$ cat config.mk
export PLATFORM = sky130hd
export DESIGN_NAME = clkswitch_sched_flat
export DESIGN_NICKNAME = d
export VERILOG_FILES = /design/src/rtl/clkswitch_sched_if.sv /design/src/rtl/clkswitch_sched.sv /design/src/flat_wrapper.sv
export SDC_FILE = /design/constraint.sdc
export NUM_CORES = 1
export LEC_CHECK = 0
export BUFFER_PORTS_ARGS = -buffer_cell sky130_fd_sc_hd__buf_2
export CORE_ASPECT_RATIO = 2
export CORE_MARGIN = 10
export CORE_UTILIZATION = 38
export CTS_CLUSTER_SIZE = 10
export DETAILED_ROUTE_END_ITERATION = 10
export PLACE_DENSITY = 0.54
export SLEW_MARGIN = 5
export SYNTH_ARGS = -nofsm -noshare
export SYNTH_HDL_FRONTEND = slang
export SYNTH_SLANG_ARGS = --single-unit
export TNS_END_PERCENT = 1
$ cat constraint.sdc
create_clock -name hsclk_in -period 3 [get_ports hsclk_in]
set_input_delay 0.15 -clock hsclk_in [delete_from_list [all_inputs] [get_ports hsclk_in]]
set_output_delay 0.15 -clock hsclk_in [all_outputs]
set_load 0.01 [all_outputs]
$ cat src/rtl/clkswitch_sched_if.sv
// Signal bundle between the CPU clock-switch sequencer and its surroundings:
// software configuration, the slow-access request, switch acknowledges and controls.
interface clkswitch_sched_if;
  logic       cfg_hs_en;
  logic [1:0] cfg_div_sel;
  logic       ls_req;
  logic       hs_selected_in;
  logic       ls_selected_in;
  logic       err_clr;
  logic       hsclk_sel;
  logic [1:0] cpuclk_div_sel;
  logic       ls_grant;
  logic       busy;
  logic       timeout_err;

  modport slave (
    input  cfg_hs_en, cfg_div_sel, ls_req, hs_selected_in, ls_selected_in, err_clr,
    output hsclk_sel, cpuclk_div_sel, ls_grant, busy, timeout_err
  );

  modport master (
    output cfg_hs_en, cfg_div_sel, ls_req, hs_selected_in, ls_selected_in, err_clr,
    input  hsclk_sel, cpuclk_div_sel, ls_grant, busy, timeout_err
  );
endinterface

$ cat src/rtl/clkswitch_sched.sv
// CPU clock-switch sequencer: moves the CPU clock between HS and LS sources with
// hysteresis, acknowledge handshakes and a sticky handshake timeout.
module clkswitch_sched #(
  parameter int SYNC_STAGES = 2,
  parameter int LS_HOLD     = 8,
  parameter int HS_MIN      = 4,
  parameter int TMO_W       = 8,
  parameter int TMO_LIMIT   = 200
) (
  input logic              hsclk_in,
  input logic              rst_b,
  clkswitch_sched_if.slave sw
);
  localparam int HOLD_W  = (LS_HOLD > 0) ? $clog2(LS_HOLD + 1) : 1;
  localparam int DWELL_W = (HS_MIN > 0) ? $clog2(HS_MIN + 1) : 1;
  localparam logic [HOLD_W-1:0]  HOLD_RELOAD  = HOLD_W'(LS_HOLD);
  localparam logic [DWELL_W-1:0] DWELL_RELOAD = DWELL_W'(HS_MIN);
  localparam logic [TMO_W-1:0]   TMO_MAX      = TMO_W'(TMO_LIMIT);

  typedef enum logic [1:0] {LS_RUN, TO_HS, HS_RUN, TO_LS} state_e;

  state_e                 state_q, state_d;
  logic [SYNC_STAGES-1:0] hs_sync_q, hs_sync_d;
  logic [SYNC_STAGES-1:0] ls_sync_q, ls_sync_d;
  logic [HOLD_W-1:0]      hold_q, hold_d;
  logic [DWELL_W-1:0]     dwell_q, dwell_d;
  logic [TMO_W-1:0]       tmo_q, tmo_d;
  logic [1:0]             div_q, div_d;
  logic                   hsclk_sel_q, hsclk_sel_d;
  logic                   grant_q, grant_d;
  logic                   busy_q, busy_d;
  logic                   err_q, err_d;
  logic                   hs_ack, ls_ack, err_set;
  logic [TMO_W-1:0]       tmo_inc;

  assign hs_ack  = hs_sync_q[SYNC_STAGES-1];
  assign ls_ack  = ls_sync_q[SYNC_STAGES-1];
  assign tmo_inc = (tmo_q == TMO_MAX) ? tmo_q : tmo_q + TMO_W'(1);

  always_comb begin
    state_d   = state_q;
    hold_d    = hold_q;
    dwell_d   = dwell_q;
    tmo_d     = tmo_q;
    div_d     = div_q;
    err_set   = 1'b0;
    hs_sync_d = {hs_sync_q[SYNC_STAGES-2:0], sw.hs_selected_in};
    ls_sync_d = {ls_sync_q[SYNC_STAGES-2:0], sw.ls_selected_in};

    case (state_q)
      LS_RUN: begin
        if (!sw.cfg_hs_en || sw.ls_req) hold_d = HOLD_RELOAD;
        else if (hold_q != '0)          hold_d = hold_q - HOLD_W'(1);
        if (sw.cfg_hs_en && !sw.ls_req && hold_q == '0 && ls_ack) begin
          state_d = TO_HS;
          div_d   = sw.cfg_div_sel;
          tmo_d   = '0;
        end
      end
      TO_HS: begin
        tmo_d = tmo_inc;
        // Both acks high is an illegal switch state and counts as no ack.
        if (hs_ack && !ls_ack) begin
          state_d = HS_RUN;
          dwell_d = DWELL_RELOAD;
        end else if (sw.ls_req) begin
          state_d = TO_LS;
          tmo_d   = '0;
        end else if (tmo_q == TMO_MAX) begin
          err_set = 1'b1;
          state_d = TO_LS;
          tmo_d   = '0;
        end
      end
      HS_RUN: begin
        if (dwell_q != '0) dwell_d = dwell_q - DWELL_W'(1);
        if (sw.ls_req || (!sw.cfg_hs_en && dwell_q == '0)) begin
          state_d = TO_LS;
          tmo_d   = '0;
        end
      end
      TO_LS: begin
        tmo_d = tmo_inc;
        // On timeout keep waiting: re-requesting HS without an ack could glitch the CPU clock.
        if (ls_ack && !hs_ack) begin
          state_d = LS_RUN;
          hold_d  = HOLD_RELOAD;
        end else if (tmo_q == TMO_MAX) begin
          err_set = 1'b1;
        end
      end
      default: state_d = LS_RUN;
    endcase

    err_d       = err_set | (err_q & ~sw.err_clr);
    hsclk_sel_d = (state_d == TO_HS) || (state_d == HS_RUN);
    grant_d     = (state_d == LS_RUN);
    busy_d      = (state_d == TO_HS) || (state_d == TO_LS);
  end

  always_ff @(posedge hsclk_in or negedge rst_b) begin
    if (!rst_b) begin
      state_q     <= LS_RUN;
      hs_sync_q   <= '0;
      ls_sync_q   <= '0;
      hold_q      <= '0;
      dwell_q     <= '0;
      tmo_q       <= '0;
      div_q       <= 2'b00;
      hsclk_sel_q <= 1'b0;
      grant_q     <= 1'b1;
      busy_q      <= 1'b0;
      err_q       <= 1'b0;
    end else begin
      state_q     <= state_d;
      hs_sync_q   <= hs_sync_d;
      ls_sync_q   <= ls_sync_d;
      hold_q      <= hold_d;
      dwell_q     <= dwell_d;
      tmo_q       <= tmo_d;
      div_q       <= div_d;
      hsclk_sel_q <= hsclk_sel_d;
      grant_q     <= grant_d;
      busy_q      <= busy_d;
      err_q       <= err_d;
    end
  end

  assign sw.hsclk_sel      = hsclk_sel_q;
  assign sw.cpuclk_div_sel = div_q;
  assign sw.ls_grant       = grant_q;
  assign sw.busy           = busy_q;
  assign sw.timeout_err    = err_q;
endmodule

$ cat src/flat_wrapper.sv
// flat-port wrapper written by rule: the top's interface ports become plain ports
module clkswitch_sched_flat 
#(
  parameter int SYNC_STAGES = 2,
  parameter int LS_HOLD     = 8,
  parameter int HS_MIN      = 4,
  parameter int TMO_W       = 8,
  parameter int TMO_LIMIT   = 200
)
  (hsclk_in, rst_b, sw_cfg_hs_en, sw_cfg_div_sel, sw_ls_req, sw_hs_selected_in, sw_ls_selected_in, sw_err_clr, sw_hsclk_sel, sw_cpuclk_div_sel, sw_ls_grant, sw_busy, sw_timeout_err);
  clkswitch_sched_if sw_i ();
  input logic hsclk_in;
  input logic rst_b;
  input wire logic [$bits(sw_i.cfg_hs_en)-1:0] sw_cfg_hs_en;
  input wire logic [$bits(sw_i.cfg_div_sel)-1:0] sw_cfg_div_sel;
  input wire logic [$bits(sw_i.ls_req)-1:0] sw_ls_req;
  input wire logic [$bits(sw_i.hs_selected_in)-1:0] sw_hs_selected_in;
  input wire logic [$bits(sw_i.ls_selected_in)-1:0] sw_ls_selected_in;
  input wire logic [$bits(sw_i.err_clr)-1:0] sw_err_clr;
  output wire logic [$bits(sw_i.hsclk_sel)-1:0] sw_hsclk_sel;
  output wire logic [$bits(sw_i.cpuclk_div_sel)-1:0] sw_cpuclk_div_sel;
  output wire logic [$bits(sw_i.ls_grant)-1:0] sw_ls_grant;
  output wire logic [$bits(sw_i.busy)-1:0] sw_busy;
  output wire logic [$bits(sw_i.timeout_err)-1:0] sw_timeout_err;
  assign sw_i.cfg_hs_en = sw_cfg_hs_en;
  assign sw_i.cfg_div_sel = sw_cfg_div_sel;
  assign sw_i.ls_req = sw_ls_req;
  assign sw_i.hs_selected_in = sw_hs_selected_in;
  assign sw_i.ls_selected_in = sw_ls_selected_in;
  assign sw_i.err_clr = sw_err_clr;
  assign sw_hsclk_sel = sw_i.hsclk_sel;
  assign sw_cpuclk_div_sel = sw_i.cpuclk_div_sel;
  assign sw_ls_grant = sw_i.ls_grant;
  assign sw_busy = sw_i.busy;
  assign sw_timeout_err = sw_i.timeout_err;
  clkswitch_sched #(.SYNC_STAGES(SYNC_STAGES), .LS_HOLD(LS_HOLD), .HS_MIN(HS_MIN), .TMO_W(TMO_W), .TMO_LIMIT(TMO_LIMIT)) u_core (.hsclk_in(hsclk_in), .rst_b(rst_b), .sw(sw_i));
endmodule
==> results.ini <==
[logic_synthesis]
synthesis.instances=156
async_flop_share_pct=100
post_synth_num_cell_types=42
edff_count_synth=0
synth_flop_cell=sky130_fd_sc_hd__dfrtp_1
syn-cell-area_sq_um=1500
net_count_of_the_mapped_netlist=176
seq_area_frac_synth_pct=43.6
syn-mean-instance-area_sq_um=9.59
synth_seq_cells=26
ys.warnings.count=0

[sta]
finClkSkew_ns=0.00304
final-hold-violation-count=0
timing_worst_slew_pin_value_ns=0.584
post-route-worst-setup-slack_ns=0.837
timing.slew.headroom_pct=61.1
final.setup.tns_ns=0
drv_slew=0
unrepaired_setup_endpoints_after_global_routing=false
achievable_clock_frequency_mhz=462
setup_failing_eps_final=0
period_share_pct=72.1
timing.final.crit_period_ns=2.16

[place]
place_congestion=0.784
dp.final_hpwl_mm=2.76
place_ws_ns=0.886
io_buffer_count=14

[hold_path]
timing.hold.worst.class=primary input to flip-flop

[cts]
clockRootBuffer=sky130_fd_sc_hd__clkbuf_8
worstSkewPairLatency_ns=0.27
clock_path_buffers=2
clkTransAtPathRegs_ns=0.09
cts_num_sinks=26
cts_tree=yes
cts.repair_timing.setup_buffer_count=0
numCtsBuffers=3
htree_levels=1

[die]
start_util_pct=38.9
die_area_sq_um=7000
die_height_microns=109
fp.dieW_microns=64.4
std_cell_rows=32
top_level_ports=15
core_region_area_sq_um=3840

[setup_path]
arrival_time_at_the_worst_endpoint_ns=2.35
start_kind=flip-flop
data_required_critical_path_ns=3.18
critPathMaxFanout=7
crit_path_end_kind=flip-flop
worstSetupPathType=flip-flop to flip-flop

[power]
sequentialPowerShare_pct=35.6
p_int_w=0.000878
power.share.switching_pct=41.5
share_comb_of_total_power_pct=49.1
peakVddDrop_uv=553
clockPowerShare_pct=15.3
power.density_cell_area_nw_per_um2=877
leakagePower_nw=0.803
power_switching_w=0.000624

[finish]
drive_gt1_share_pct=15.3
most_frequent_cells_in_the_layout=25 x sky130_fd_sc_hd__dfrtp_1, 16 x sky130_fd_sc_hd__o21ai_0, 14 x sky130_fd_sc_hd__inv_1, 14 x sky130_fd_sc_hd__buf_2, 12 x sky130_fd_sc_hd__nand2_1
layout-area-overhead-vs-synth_pct=14.4
layout_commonest_cell=sky130_fd_sc_hd__dfrtp_1
num_antenna_cells=0
fin_nets=197

[global_routing]
track_usage_pct=10.4
grt_first_pass_wirelength_mm=5.97
antenna_found_initial=0
first_global_vias=1336
grt_max_degree=27
overflow=0

[routing]
antenna_left=0
drt_first_pass_iters=4
drc=0
post_detailed_routing_wire_length_mm=3.47
vias=1244
route.detailed.wl_per_inst_microns=15.3
number_of_drc_violations_after_detailed_routing_iteration_0=35
drt-vias-per-instance=5.48

[run]
timing.max_cap.violations=0

[run_status]
outcome=completed

-- flip-flops by register name, indices dropped and copies added (netlist names) --
| name | cells |
|---|---|
| u_core.sw.ls_grant | 1 |
| u_core.state_q | 2 |
| u_core.ls_sync_q | 2 |
| u_core.sw.hsclk_sel | 1 |
| u_core.sw.cpuclk_div_sel | 2 |
| u_core.hs_sync_q | 2 |
| u_core.dwell_q | 3 |
| u_core.tmo_q | 8 |
| u_core.sw.timeout_err | 1 |
| u_core.hold_q | 4 |
-- worst max-delay path, cell delays in order (launching register included) --
cell	delay [ns]
sky130_fd_sc_hd__dfrtp_1	0.47
sky130_fd_sc_hd__inv_1	0.15
sky130_fd_sc_hd__ha_1	0.27
sky130_fd_sc_hd__and4bb_2	0.25
sky130_fd_sc_hd__or4b_2	0.68
sky130_fd_sc_hd__nor2_1	0.11
sky130_fd_sc_hd__o21ai_0	0.08
sky130_fd_sc_hd__o31ai_1	0.07
-- power by group through the flow --
| stage | clock (W) | sequential [W] | combinational [W] |
|---|---|---|---|
| 2_1_floorplan | 0 | 0.000540 | 0.000526 |
| 6_report | 0.000230 | 0.000535 | 0.000737 |
| 3_3_place_gp | 0 | 0.000536 | 0.000712 |
| 4_1_cts | 0.000239 | 0.000534 | 0.000743 |
| 3_5_place_dp | 0 | 0.000541 | 0.000734 |
| 5_1_grt | 0.000253 | 0.000549 | 0.000832 |
-- layer usage --
metal  vias to the layer above  GRT usage [%]  part of all wire (%)
met5                         -              0                     0
met4                         0           3.54                   1.2
met3                         4           2.06                   2.3
met2                        14           20.8                    59
met1                       624           10.1                    38
li1                        602              -                     -
-- final cells by class --
class                   count  area [sq um]
inverters                  14          52.6
clock buffers               4          55.1
well taps                  51          63.8
flip-flops and latches     26           652
repair buffers             17           100
fillers                   396          2130
multi-input cells         115           788
-- cell families (layout without fill, tap and decap cells) --
kind of cell	Yosys count	count (layout)	share of synthesized area [%]
simple gates	57	57	20.8
compound gates	44	44	20.6
flops	26	26	43.6
buf+inv	15	35	3.76
fa+ha+maj	11	11	9.20
mux	2	2	1.50
xor+xnor	1	1	0.585
-- path summary, 6_finish.rpt --
check                                                   to  slack [ns]                     startpoint  cells after the start
min                        u_core.sw.timeout_err$_DFF_PN0_        0.07                     sw_err_clr                      2
min reg2reg                  u_core.hs_sync_q[1]$_DFF_PN0_        0.36  u_core.hs_sync_q[0]$_DFF_PN0_                      0
max reg2reg                   u_core.hold_q[2]$_DFFE_PN0P_        0.84    u_core.state_q[0]$_DFF_PN0_                      7
min in group asynchronous      u_core.tmo_q[1]$_DFFE_PN0P_        0.42                          rst_b                      2
max                           u_core.hold_q[2]$_DFFE_PN0P_        0.84    u_core.state_q[0]$_DFF_PN0_                      7
max in group asynchronous     u_core.hold_q[1]$_DFFE_PN0P_        2.20                          rst_b                      2
-- stage by stage --
step	hold WS [ns]	utilization, %	std cells	area, sq um	total power (W)
after floorplan	-0.146	-	156	1500	0.00107
after global placement	0.184	42.3	220	1630	0.00125
after detailed placement	0.194	42.3	220	1630	0.00128
after CTS	0.0657	44.5	227	1710	0.00152
after global routing	0.0706	44.5	227	1710	0.00163
final	0.0681	44.5	227	1710	0.00150
-- Yosys cell counts, types with 2 or more instances --
| cell type | instances | share of area (%) |
|---|---|---|
| sky130_fd_sc_hd__mux2_2 | 2 | 1.5 |
| sky130_fd_sc_hd__a21oi_1 | 5 | 1.7 |
| sky130_fd_sc_hd__a22o_1 | 8 | 4.7 |
| sky130_fd_sc_hd__nand3b_1 | 2 | 1.0 |
| sky130_fd_sc_hd__nand2b_1 | 3 | 1.3 |
| sky130_fd_sc_hd__ha_1 | 11 | 9.2 |
| sky130_fd_sc_hd__inv_1 | 14 | 3.5 |
| sky130_fd_sc_hd__and3_1 | 4 | 1.7 |
| sky130_fd_sc_hd__nand3_1 | 4 | 1.3 |
| sky130_fd_sc_hd__dfrtp_1 | 25 | 42 |
| sky130_fd_sc_hd__nand2_1 | 12 | 3.0 |
| sky130_fd_sc_hd__a21boi_0 | 2 | 1.0 |
| sky130_fd_sc_hd__a311o_1 | 2 | 1.3 |
| sky130_fd_sc_hd__o21ai_0 | 16 | 5.4 |
| sky130_fd_sc_hd__nor2_1 | 11 | 2.8 |
| sky130_fd_sc_hd__nor2b_1 | 7 | 2.9 |
| sky130_fd_sc_hd__nor3_1 | 2 | 0.67 |
| sky130_fd_sc_hd__nand4_1 | 2 | 0.84 |
-- what timing repair did --
action | CTS | global route
resized for setup | 0 | 0
endpoints found under the hold margin | 27 | 0
hold buffers | 3 | 0
(Power assumes the default switching activity.)
